===== config.mk =====
export PLATFORM = sky130hd
export DESIGN_NAME = convol_ctrl
export DESIGN_NICKNAME = d
export VERILOG_FILES = /design/src/rtl/settings_pkg.sv /design/src/rtl/convol_coeff_bank.sv /design/src/rtl/convol_ctrl.sv
export SDC_FILE = /design/constraint.sdc
export NUM_CORES = 1
export LEC_CHECK = 0
export ABC_CLOCK_PERIOD_IN_PS = 4200
export BUFFER_PORTS_ARGS = -buffer_cell sky130_fd_sc_hd__buf_4
export CAP_MARGIN = 20
export CORE_MARGIN = 1.5
export CORE_UTILIZATION = 50
export CTS_BUF_LIST = sky130_fd_sc_hd__clkbuf_4
export CTS_CLUSTER_SIZE = 20
export DETAILED_ROUTE_END_ITERATION = 16
export GPL_ROUTABILITY_DRIVEN = 0
export GPL_TIMING_DRIVEN = 1
export PLACE_DENSITY_LB_ADDON = 0.2
export SYNTH_ARGS = -nofsm -noshare
export SYNTH_HDL_FRONTEND = slang
export SYNTH_SLANG_ARGS = --single-unit

===== constraint.sdc =====
create_clock -name clk -period 4.2 [get_ports clk]
set_clock_uncertainty 0.05 [all_clocks]
set_input_delay 0.63 -clock clk [delete_from_list [all_inputs] [get_ports clk]]
set_output_delay 0.63 -clock clk [all_outputs]
set_load 0.02 [all_outputs]

===== src/rtl/settings_pkg.sv =====
// Shared widths and sizes for the convolution core and its controller.
package settings_pkg;
    localparam int DATA_SIZE      = 16;
    localparam int WINDOW_SIZE    = 8;
    localparam int FULL_SIZE      = 2*DATA_SIZE + $clog2(WINDOW_SIZE);
    localparam int FRAME_LEN_SIZE = 16;
    localparam int DRAIN_TIMEOUT  = 64;

    localparam int COEFF_IDX_W = $clog2(WINDOW_SIZE);
    localparam int RESULT_W    = FRAME_LEN_SIZE + 1;
    localparam int TMO_W       = $clog2(DRAIN_TIMEOUT + 1);

    typedef enum logic [1:0] {IDLE, STREAM, FLUSH, DRAIN} ctrl_state_t;
endpackage


===== src/rtl/convol_coeff_bank.sv =====
// Coefficient register bank written sequentially from index 0, with a wrap-around index.
module convol_coeff_bank
    import settings_pkg::*;
(
    input  logic                                  clk,
    input  logic                                  reset,
    input  logic                                  wr_en,
    input  logic [DATA_SIZE-1:0]                  wr_data,
    output logic [WINDOW_SIZE-1:0][DATA_SIZE-1:0] coeff,
    output logic                                  loaded
);
    logic [COEFF_IDX_W-1:0] idx;

    always_ff @(posedge clk or negedge reset) begin
        if (!reset) begin
            coeff  <= '0;
            idx    <= '0;
            loaded <= 1'b0;
        end else if (wr_en) begin
            coeff[idx] <= wr_data;
            if (idx == COEFF_IDX_W'(WINDOW_SIZE-1)) begin
                idx    <= '0;
                loaded <= 1'b1;
            end else begin
                idx <= idx + 1'b1;
            end
        end
    end
endmodule


===== src/rtl/convol_ctrl.sv =====
// Frame sequencer for the convolution core: stream samples, flush zeros, then
// wait for the full result count or a drain timeout.
module convol_ctrl
    import settings_pkg::*;
(
    input  logic                                  clk,
    input  logic                                  reset,
    input  logic [DATA_SIZE-1:0]                  cfg_coeff_data,
    input  logic                                  cfg_coeff_valid,
    output logic                                  cfg_coeff_ready,
    input  logic [FRAME_LEN_SIZE-1:0]             frame_len,
    input  logic                                  start,
    output logic                                  busy,
    output logic                                  done,
    output logic                                  timeout_err,
    input  logic signed [DATA_SIZE-1:0]           s_data,
    input  logic                                  s_valid,
    output logic                                  s_ready,
    output logic signed [DATA_SIZE-1:0]           conv_input_data,
    output logic [WINDOW_SIZE-1:0][DATA_SIZE-1:0] conv_coeff,
    output logic                                  conv_enable,
    input  logic                                  conv_output_data_valid
);
    ctrl_state_t               state;
    logic [FRAME_LEN_SIZE-1:0] frame_len_q, sample_cnt;
    logic [RESULT_W-1:0]       result_cnt, result_tgt;
    logic [COEFF_IDX_W-1:0]    flush_cnt;
    logic [TMO_W-1:0]          tmo_cnt;
    logic                      coeff_loaded, coeff_wr, start_ok, result_hit;

    // start wins over a same-cycle coefficient write; held low during reset
    assign cfg_coeff_ready = reset && (state == IDLE) && !start;
    assign s_ready         = (state == STREAM);
    assign coeff_wr        = cfg_coeff_valid && cfg_coeff_ready;
    assign start_ok        = start && coeff_loaded && (frame_len != '0);
    assign result_tgt      = {1'b0, frame_len_q} + RESULT_W'(WINDOW_SIZE-1);
    assign result_hit      = conv_output_data_valid && (state != IDLE) &&
                             (result_cnt != result_tgt);

    convol_coeff_bank u_bank (
        .clk     (clk),
        .reset   (reset),
        .wr_en   (coeff_wr),
        .wr_data (cfg_coeff_data),
        .coeff   (conv_coeff),
        .loaded  (coeff_loaded)
    );

    always_ff @(posedge clk or negedge reset) begin
        if (!reset) begin
            state           <= IDLE;
            busy            <= 1'b0;
            done            <= 1'b0;
            timeout_err     <= 1'b0;
            conv_input_data <= '0;
            conv_enable     <= 1'b0;
            frame_len_q     <= '0;
            sample_cnt      <= '0;
            result_cnt      <= '0;
            flush_cnt       <= '0;
            tmo_cnt         <= '0;
        end else begin
            done        <= 1'b0;
            timeout_err <= 1'b0;
            if (result_hit)
                result_cnt <= result_cnt + 1'b1;
            case (state)
                IDLE: begin
                    conv_enable <= 1'b0;
                    if (start_ok) begin
                        frame_len_q <= frame_len;
                        sample_cnt  <= '0;
                        result_cnt  <= '0;
                        tmo_cnt     <= '0;
                        state       <= STREAM;
                        busy        <= 1'b1;
                    end
                end
                STREAM: begin
                    conv_enable <= s_valid;
                    if (s_valid) begin
                        conv_input_data <= s_data;
                        sample_cnt      <= sample_cnt + 1'b1;
                        if ((sample_cnt + 1'b1) == frame_len_q) begin
                            flush_cnt <= '0;
                            state     <= FLUSH;
                        end
                    end
                end
                FLUSH: begin
                    conv_input_data <= '0;
                    conv_enable     <= 1'b1;
                    flush_cnt       <= flush_cnt + 1'b1;
                    if (flush_cnt == COEFF_IDX_W'(WINDOW_SIZE-2)) begin
                        tmo_cnt <= '0;
                        state   <= DRAIN;
                    end
                end
                DRAIN: begin
                    conv_enable <= 1'b0;
                    if (result_cnt == result_tgt) begin
                        done  <= 1'b1;
                        busy  <= 1'b0;
                        state <= IDLE;
                    end else if (result_hit) begin
                        tmo_cnt <= '0;
                    end else if (tmo_cnt == TMO_W'(DRAIN_TIMEOUT-1)) begin
                        done        <= 1'b1;
                        timeout_err <= 1'b1;
                        busy        <= 1'b0;
                        state       <= IDLE;
                    end else begin
                        tmo_cnt <= tmo_cnt + 1'b1;
                    end
                end
                default: begin
                    state <= IDLE;
                    busy  <= 1'b0;
                end
            endcase
        end
    end
endmodule


==> impl_metrics.json <==
{
  "status": "finished, final reports clean",
  "cts_setup_buffers": 0,
  "synth_nets": 964,
  "drive_above_1_share_pct": 39.2,
  "hp-start": "frame_len[4]",
  "cpPeakStageDelay_ps": 770,
  "power.density_mw_per_mm2": 439,
  "grt_max_degree": 170,
  "firstDrtPassIters": 7,
  "cts_tree": "built",
  "dieArea_mm2": 0.0212,
  "dp.cells": 1333,
  "drv_slew": 0,
  "vias": 7814,
  "setup_violations": 0,
  "clk_latency_ps": 670,
  "timing.fmax_mhz": 285,
  "area_growth_pct": 23.7,
  "fin_crit_sh_pct": 83.7,
  "max_slew.worst_pin.slew_ps": 970,
  "path_common_cell": "nand3_1",
  "rsz0062_at_grt": "no",
  "core-area_mm2": 0.0197,
  "wirelength_mm": 26.0,
  "fin_area_mm2": 0.0126,
  "grt_pass1_vias": 7742,
  "slew_headroom_pct": 35.4,
  "hold_viol": 0,
  "final_nets": 1191,
  "max-vdd-ir-drop_mv": 0.428,
  "route.detailed.drc": 0,
  "htreeDepth": 2,
  "grt.total_usage_pct": 24.5,
  "hold_buffers": 1,
  "ys_seq_area_share_pct": 52.4,
  "antenna_found_initial": 1,
  "fp-row-count": 51,
  "synth_area_mm2": 0.0102,
  "synth.distinct_cells": 78,
  "antenna_left": 0,
  "cap_viol_max_count": 0,
  "io_pins": 204,
  "portBuffers": 203,
  "dp_hpwl_mm": 17.8,
  "fillers": 1606,
  "period_needed_ps": 3510,
  "avgSynthCellArea_um2": 11.3,
  "yosysTopAreaCell": "dfrtp_1",
  "layout_setup_ws_ps": 686,
  "cp-startpoint": "frame_len_q[0]$_DFFE_PN0P_",
  "synth_top_area_share_pct": 52.4,
  "worstPathRequired_ps": 4730,
  "path_max_fanout": 21,
  "die_w_um": 146,
  "synth_edf_count": 0,
  "ys_async_sr_fraction_pct": 100,
  "synth_warnings": 0,
  "fin_tns_setup_ps": 0,
  "dr.first_iter.drc_count": 425,
  "crit_arrival_ps": 4050,
  "die_y_um": 146,
  "synthTopCellsByArea": "dfrtp_1 52%, mux2_2 14%, nand2_1 4.4%",
  "clkTransAtPathRegs_ps": 70,
  "fin_cells": 1429,
  "wl_per_cell_um": 18.2,
  "hold_ws_ps": 123,
  "critical_path_class": "flop to flop",
  "cts_buffers": 54,
  "start_util_pct": 51.5,
  "leakage_uw": 0.00640,
  "ctsResizeCount": 0,
  "grt_pass1_wl_mm": 41.7,
  "viasPerCell": 5.47,
  "start_kind": "flop",
  "cts-root-buf": "clkbuf_4",
  "dpl-instance-area_mm2": 0.0119,
  "synth-main-ff-cell": "dfrtp_1",
  "syn_inst": 898,
  "cts_buffer_depth": 3,
  "yosys_register_bits": 213,
  "cp_slowest_cell": "o31ai_4",
  "cts.sinks": 213,
  "mostFrequentLayoutCell": "buf_4",
  "cp-end-kind": "flop",
  "grt.overflow.total": 0,
  "hold_class": "input port to flop",
  "r2r-start": "frame_len_q[0]$_DFFE_PN0P_",
  "path_cells": "inv_1, ha_1, nor2b_1, nor2_1, nand3_1, nor4b_1, o22ai_1, o31ai_4, buf_4, nand4_1, nand3_1",
  "place_ws_ps": 725,
  "final_cell_mix": "215 x buf_4, 213 x dfrtp_1, 130 x mux2_2"
}
## cell families (layout without fill, tap and decap cells)
logic type / count (synthesis) / count (layout) / share of synthesized area, %
and+or+nand+nor: 301 / 301 / 15.1
DFF: 213 / 213 / 52.4
muxes: 138 / 138 / 15.2
AOI/OAI and AO/OA: 130 / 130 / 9.22
buffers and inverters: 65 / 330 / 3.19
xor gates and xnor gates: 39 / 39 / 3.36
adders and majority gates: 12 / 12 / 1.48
other: 0 / 1 / 0
## sequential cells by signal, summed over array words and instances (netlist names), 2 cells and up
| signal | cells |
|---|---|
| u_bank.coeff | 128 |
| result_cnt | 17 |
| conv_input_data | 16 |
| frame_len_q | 16 |
| sample_cnt | 16 |
| tmo_cnt | 7 |
| flush_cnt | 3 |
| u_bank.idx | 3 |
| state | 2 |
## stage by stage
stage               power [uW]  util (%)
finish                    5520      63.7
global route              5870      63.7
CTS                       5610      63.7
detailed placement        3890      60.4
global placement          3860      60.4
floorplan                 3370         -
## power by group
part / internal, uW / total, uW / switching [uW]
clock: 828 / 1680 / 849
sequential: 2250 / 2460 / 206
combinational: 566 / 1390 / 823
## critical path, delay by kind of cell (launching register included)
family | cells | cell delay [ps]
compound gates | 2 | 980
fa+ha+maj | 1 | 240
simple gates | 6 | 1330
flops | 1 | 490
buf+inv | 2 | 340
## metal layers
layer	up-vias	global-route usage (%)	share of wire (%)
met5	-	0	0
met4	0	8.57	2.0
met3	41	8.87	8.7
met2	268	39.2	47
met1	3817	30.8	42
li1	3688	-	-
## cells in the mapped netlist (all sizes together) (15+ instances only)
cell type  instances
nor3              15
xor2              16
nand2            120
mux2             130
clkbuf            34
o21ai             46
nand2b            21
nand3             41
dfrtp            213
nor2              28
xnor2             23
inv               18
## layout make-up
cell class                      instances  area, um^2  share of cell area (%)
Tap cell                              265         332                    2.64
Sequential cell                       213        5330                    42.4
Clock inverter                         19        83.8                   0.667
Timing Repair Buffer                  218        1660                    13.2
Antenna cell                            1        2.50                  0.0199
Multi-Input combinational cell        620        4530                    36.0
Clock buffer                           75         563                    4.48
Inverter                               18        67.6                   0.538
## path summary, 6_finish.rpt
path,end,slack [ps],cells after the start
min reg2reg,conv_input_data[4]$_DFFE_PN0P_,430,2
max in group asynchronous,u_bank.idx[0]$_DFFE_PN0P_,2430,3
max reg2reg,tmo_cnt[4]$_DFFE_PN0P_,690,11
min in group asynchronous,frame_len_q[12]$_DFFE_PN0P_,410,2
max,tmo_cnt[4]$_DFFE_PN0P_,690,11
min,frame_len_q[4]$_DFFE_PN0P_,120,3
No activity file was read; power rests on OpenSTA's default activity.
